--- src/rtl/mips_pkg.sv ---
// mips_pkg: constants and types shared by the MIPS pipeline stages.
//   INSTR_W / ADDR_W : instruction and address widths
//   NOP_INSTR        : bubble encoding (sll $0,$0,0)
//   PC_INC           : sequential PC increment
//   ALIGN_MASK       : clears the byte-offset bits of a word address
//   if_id_t          : IF/ID pipeline register contents, reused by decode
//   make_bubble()    : builds the flushed/reset IF/ID value
package mips_pkg;

  localparam int unsigned INSTR_W = 32;
  localparam int unsigned ADDR_W  = 32;

  localparam logic [INSTR_W-1:0] NOP_INSTR  = 32'h0000_0000;
  localparam logic [ADDR_W-1:0]  PC_INC     = 32'd4;
  localparam logic [ADDR_W-1:0]  ALIGN_MASK = 32'hFFFF_FFFC;

  typedef struct packed {
    logic [ADDR_W-1:0]  pc4;
    logic [INSTR_W-1:0] instr;
    logic               valid;
  } if_id_t;

  // A bubble carries no PC, the configured NOP and valid=0.
  function automatic if_id_t make_bubble(input logic [INSTR_W-1:0] nop);
    if_id_t b;
    b.pc4   = 32'h0000_0000;
    b.instr = nop;
    b.valid = 1'b0;
    return b;
  endfunction

endpackage

--- src/rtl/if_id_reg.sv ---
// if_id_reg: IF/ID pipeline register with hold and synchronous flush.
//   clk   : rising-edge clock
//   reset : asynchronous active-high reset, loads a bubble
//   hold  : keep the current contents
//   flush : load a bubble (wins over hold)
//   d     : next contents
//   q     : registered contents
module if_id_reg
  import mips_pkg::*;
#(
  parameter logic [INSTR_W-1:0] NOP_VAL = mips_pkg::NOP_INSTR
) (
  input  logic   clk,
  input  logic   reset,
  input  logic   hold,
  input  logic   flush,
  input  if_id_t d,
  output if_id_t q
);

  // Pipeline register: flush beats hold so a redirect always kills the wrong-path fetch.
  always_ff @(posedge clk or posedge reset) begin
    if (reset) begin
      q <= make_bubble(NOP_VAL);
    end else if (flush) begin
      q <= make_bubble(NOP_VAL);
    end else if (hold) begin
      q <= q;
    end else begin
      q <= d;
    end
  end

endmodule

--- src/rtl/if_fetch_stage.sv ---
// if_fetch_stage: instruction-fetch stage of the 5-stage MIPS pipeline.
// Holds the PC, selects the next PC (branch > jump > stall > PC+4), drives
// the instruction-memory address and registers the fetch into IF/ID.
// Ports:
//   clk, reset                  : clock, asynchronous active-high reset
//   stall                       : hazard hold of PC and IF/ID
//   branch_taken, branch_target : ID-stage taken branch and its target
//   jump, jump_target           : ID-stage J/JAL and its target
//   imem_addr / imem_rdata      : instruction memory (combinational read)
//   if_id_pc4/instr/valid       : IF/ID pipeline register outputs
// Optional macro IF_PERF_CNT_EN adds perf_fetch_cnt, perf_stall_cnt and
// perf_flush_cnt (wrapping event counters).
module if_fetch_stage
  import mips_pkg::*;
#(
  parameter logic [ADDR_W-1:0]  RESET_PC  = 32'h0000_0000,
  parameter logic [INSTR_W-1:0] NOP_INSTR = mips_pkg::NOP_INSTR
) (
  input  logic               clk,
  input  logic               reset,
  input  logic               stall,
  input  logic               branch_taken,
  input  logic [ADDR_W-1:0]  branch_target,
  input  logic               jump,
  input  logic [ADDR_W-1:0]  jump_target,
  output logic [ADDR_W-1:0]  imem_addr,
  input  logic [INSTR_W-1:0] imem_rdata,
  output logic [ADDR_W-1:0]  if_id_pc4,
  output logic [INSTR_W-1:0] if_id_instr,
  output logic               if_id_valid
`ifdef IF_PERF_CNT_EN
  ,
  output logic [31:0]        perf_fetch_cnt,
  output logic [31:0]        perf_stall_cnt,
  output logic [31:0]        perf_flush_cnt
`endif
);

  logic [ADDR_W-1:0] pc_r;
  logic [ADDR_W-1:0] pc4_s;
  logic [ADDR_W-1:0] redirect_tgt_s;
  logic [ADDR_W-1:0] next_pc_s;
  logic              redirect_s;
  if_id_t            if_id_d_s;
  if_id_t            if_id_q_s;

  // Sequential address wraps silently at 2^32.
  assign pc4_s          = pc_r + PC_INC;
  assign redirect_s     = branch_taken | jump;
  // Branch wins over jump; targets are forced word-aligned.
  assign redirect_tgt_s = (branch_taken ? branch_target : jump_target) & ALIGN_MASK;

  // Next-PC select: redirect, then stall hold, then sequential.
  always_comb begin
    next_pc_s = pc4_s;
    if (redirect_s) begin
      next_pc_s = redirect_tgt_s;
    end else if (stall) begin
      next_pc_s = pc_r;
    end else begin
      next_pc_s = pc4_s;
    end
  end

  // Program counter register.
  always_ff @(posedge clk or posedge reset) begin
    if (reset) begin
      pc_r <= RESET_PC;
    end else begin
      pc_r <= next_pc_s;
    end
  end

  assign imem_addr = pc_r;

  assign if_id_d_s.pc4   = pc4_s;
  assign if_id_d_s.instr = imem_rdata;
  assign if_id_d_s.valid = 1'b1;

  if_id_reg #(
    .NOP_VAL (NOP_INSTR)
  ) u_if_id_reg (
    .clk   (clk),
    .reset (reset),
    .hold  (stall),
    .flush (redirect_s),
    .d     (if_id_d_s),
    .q     (if_id_q_s)
  );

  assign if_id_pc4   = if_id_q_s.pc4;
  assign if_id_instr = if_id_q_s.instr;
  assign if_id_valid = if_id_q_s.valid;

`ifdef IF_PERF_CNT_EN
  // Event counters: exactly one of fetch/stall/flush advances per edge.
  always_ff @(posedge clk or posedge reset) begin
    if (reset) begin
      perf_fetch_cnt <= 32'd0;
      perf_stall_cnt <= 32'd0;
      perf_flush_cnt <= 32'd0;
    end else if (redirect_s) begin
      perf_flush_cnt <= perf_flush_cnt + 32'd1;
    end else if (stall) begin
      perf_stall_cnt <= perf_stall_cnt + 32'd1;
    end else begin
      perf_fetch_cnt <= perf_fetch_cnt + 32'd1;
    end
  end
`endif

endmodule

--- config.mk ---
export PLATFORM = sky130hd
export DESIGN_NAME = if_fetch_stage
export DESIGN_NICKNAME = d
export VERILOG_FILES = /design/src/rtl/mips_pkg.sv /design/src/rtl/if_id_reg.sv /design/src/rtl/if_fetch_stage.sv
export SDC_FILE = /design/constraint.sdc
export NUM_CORES = 1
export LEC_CHECK = 0
export CORE_MARGIN = 10
export CORE_UTILIZATION = 43
export CTS_CLUSTER_DIAMETER = 150
export CTS_CLUSTER_SIZE = 40
export DETAILED_ROUTE_END_ITERATION = 8
export PLACE_DENSITY = 0.8
export SYNTH_ARGS = -nofsm -noshare
export SYNTH_HDL_FRONTEND = slang
export SYNTH_SLANG_ARGS = --single-unit
export TNS_END_PERCENT = 30
--- constraint.sdc ---
create_clock -name clk -period 3.6 [get_ports clk]
set_input_delay 0.36 -clock clk [delete_from_list [all_inputs] [get_ports clk]]
set_output_delay 0.36 -clock clk [all_outputs]
set_load 0.01 [all_outputs]
==> out/results.ini <==
[sta]
fin_crit_sh_pct=71.5
skew_ns=0.00938
rsz0062_at_grt=no
slew_violations=0
setup_tns_ns=0
worst_pin_slew_ns=1.04
min_period_ns=2.57
setup_violations=0
hold_viol=0
relSlewSlack_pct=30.5
max_freq_mhz=389

[clocking]
cts_max_level=3
cts_buffer_depth=2
cts-root-buf=clkbuf_8
cts.hold.buffers_added=0
cts_made_buffers=9
cts_setup_buffers=0
clk_pin_slew_worst_paths_ns=0.09
cts_tree=built
cts_resized=0
insertion_delay_ns=0.36
cts_sinks=94

[global_routing]
gr-usage-all-layers_pct=19.9
grt_pass1_vias=4617
grt_max_degree=67
grt_antenna_before_repair=1
grt_pass1_wl_um=25600
grt_overflow_total=0

[pwr]
vdd_drop_max_v=0.000250
powerDensity_mw_per_mm2=339
p_leak_nw=2.85

[route]
antenna_left=0
first_pass_iters=4
dr.first_iter.drc_count=189
via_count=4386
totalWireLength_um=16200
post-route-drc-count=0
route.detailed.vias_per_inst=5.35
wl_per_cell_um=19.7

[yosys]
async_reset_ff_share_pct=100
netlist_instances=505
syn-cell-area_mm2=0.00479
yosysUniqueCellTypes=45
synth_seq_cells=94
yosys_warnings=0
yosysSeqAreaShare_pct=49.1
ys.flop_type=dfrtp_1
synth_edf_count=0
synth_area_per_cell_um2=9.48

[setup_path]
crit_arrival_ns=2.82
path_max_fanout=14
critical-path-slowest-cell=or4_1
setup.worst_path.end_class=flip-flop
rrSetupSlack_ns=1.03
crit_chain=nand3_4, or4_1, nor4_1, xor2_1, a221o_1
path_buf_inv=0
path_class=flip-flop to flip-flop
startpoint_type=flip-flop
crit_family=simple AND/OR/NAND/NOR gates
slowest_delay_ns=0.81
required_ns=3.84

[place]
gp_congestion=0.834
placed_area_mm2=0.00676
port_buffers=191
hpwl_um=12400

[floorplan]
die_w_um=126
die_y_um=126
dieArea_mm2=0.0158
start_util_pct=44.0
core_area_mm2=0.0109
io_pins=198
rows=38

[layout]
regArea_mm2=0.00235
fillCellCount=911
final_net_count=777
multi_input_area_mm2=0.00224
drive_gt1_share_pct=5.59
synthToLayoutAreaGrowth_pct=44.8
num_antenna_cells=0
fin_area_mm2=0.00693

[job]
maxCapViolations=0

[worst_hold_path]
hp-class=primary input to flip-flop

[outcome]
status=completed

layer usage:
metal  GRT usage (%)  wire [um]  up-vias
met5               0          0        -
met2            32.0       7700      164
met1            22.7       6300     2112
li1                -          -     2089
met4            6.50        285        0
met3            9.67       1880       21
worst reg2reg max path: stages, from the launching register on:
cell and delay, ns:
dfrtp_1 0.50, nand3_4 0.17, or4_1 0.81, nor4_1 0.49, xor2_1 0.17, a221o_1 0.32
sequential cells by signal, summed over array words and instances, names as in the netlist:
register	flops
imem_addr	30
u_if_id_reg.q	64
area by class of cell:
class                           instances  share of cell area, %
Tap cell                              140                   2.53
Clock buffer                           12                   2.09
Inverter                                6                  0.361
Clock inverter                          4                  0.325
Multi-Input combinational cell        364                   32.3
Timing Repair Buffer                  200                   28.4
Sequential cell                        94                   33.9
power breakdown:
| group | internal, mW | switching [mW] | leakage, nW |
|---|---|---|---|
| Sequential | 1.11 | 0.0765 | 1.23 |
| Combinational | 0.288 | 0.242 | 1.53 |
| Clock | 0.268 | 0.363 | 0.0861 |
cell usage after synthesis (2+ instances only):
cell      instances  share of area (%)
dfrtp_1          94                 49
nor2_1           76                6.0
o21a_1            2               0.31
o21ai_0          35                3.7
nand2_1          38                3.0
o21ba_2           3               0.63
nor3_1           17                1.8
clkbuf_1         30                2.4
mux2i_1          37                7.7
or3_1             5               0.65
nand4_1           5               0.65
xor2_1           17                3.1
nor2b_1           2               0.26
buf_2             5               0.52
o22ai_1           3               0.39
nand3_1           8               0.84
a221o_1           7                1.5
a22oi_1          12                1.9
buf_1             2               0.16
a21oi_1          35                3.7
inv_1             6               0.47
xnor2_1          27                4.9
or2_2             2               0.26
buf_4             4               0.63
nand2b_1          2               0.26
o221ai_1          4               0.73
nor4_1            9                1.2
cell usage in the layout (no fill, tap or decap), types with 12 or more instances in the layout:
| cell | instances |
|---|---|
| clkdlybuf4s50_1 | 189 |
| dfrtp_1 | 94 |
| nor2_1 | 75 |
| nand2_1 | 38 |
| mux2i_1 | 37 |
| o21ai_0 | 35 |
| a21oi_1 | 35 |
| xnor2_1 | 27 |
| nor3_1 | 17 |
| xor2_1 | 17 |
| a22oi_1 | 12 |
worst paths after layout:
kind | end | cells past startpoint | from
worst max register to register | imem_addr[29] | 5 | imem_addr[4]
max in group asynchronous | imem_addr[2] | 3 | reset
worst min register to register | u_if_id_reg.q[0] | 1 | u_if_id_reg.q[0]
worst max-delay path | imem_addr[29] | 5 | imem_addr[4]
min in group asynchronous | u_if_id_reg.q[20] | 2 | reset
worst min-delay path | u_if_id_reg.q[53] | 3 | stall
through the flow:
step	power, mW	instances	hold WS, ns	setup WS, ns	utilization, %
after floorplan	1.44	506	0.477	0.791	-
after global placement	1.73	804	0.468	1.15	62.1
after detailed placement	1.74	804	0.467	1.05	62.1
after CTS	2.37	820	0.472	1.02	63.7
after global routing	2.47	820	0.511	0.864	63.7
final	2.35	820	0.476	1.03	63.7
cell families after synthesis:
family | share of synthesized area [%]
other cells | 0.0783
flops | 49.1
fa+ha+maj | 0.261
simple gates | 17.0
buf+inv | 4.23
compound gates | 13.5
xor+xnor | 8.05
mux | 7.73
Note: power is estimated with default switching activity, not from simulation.
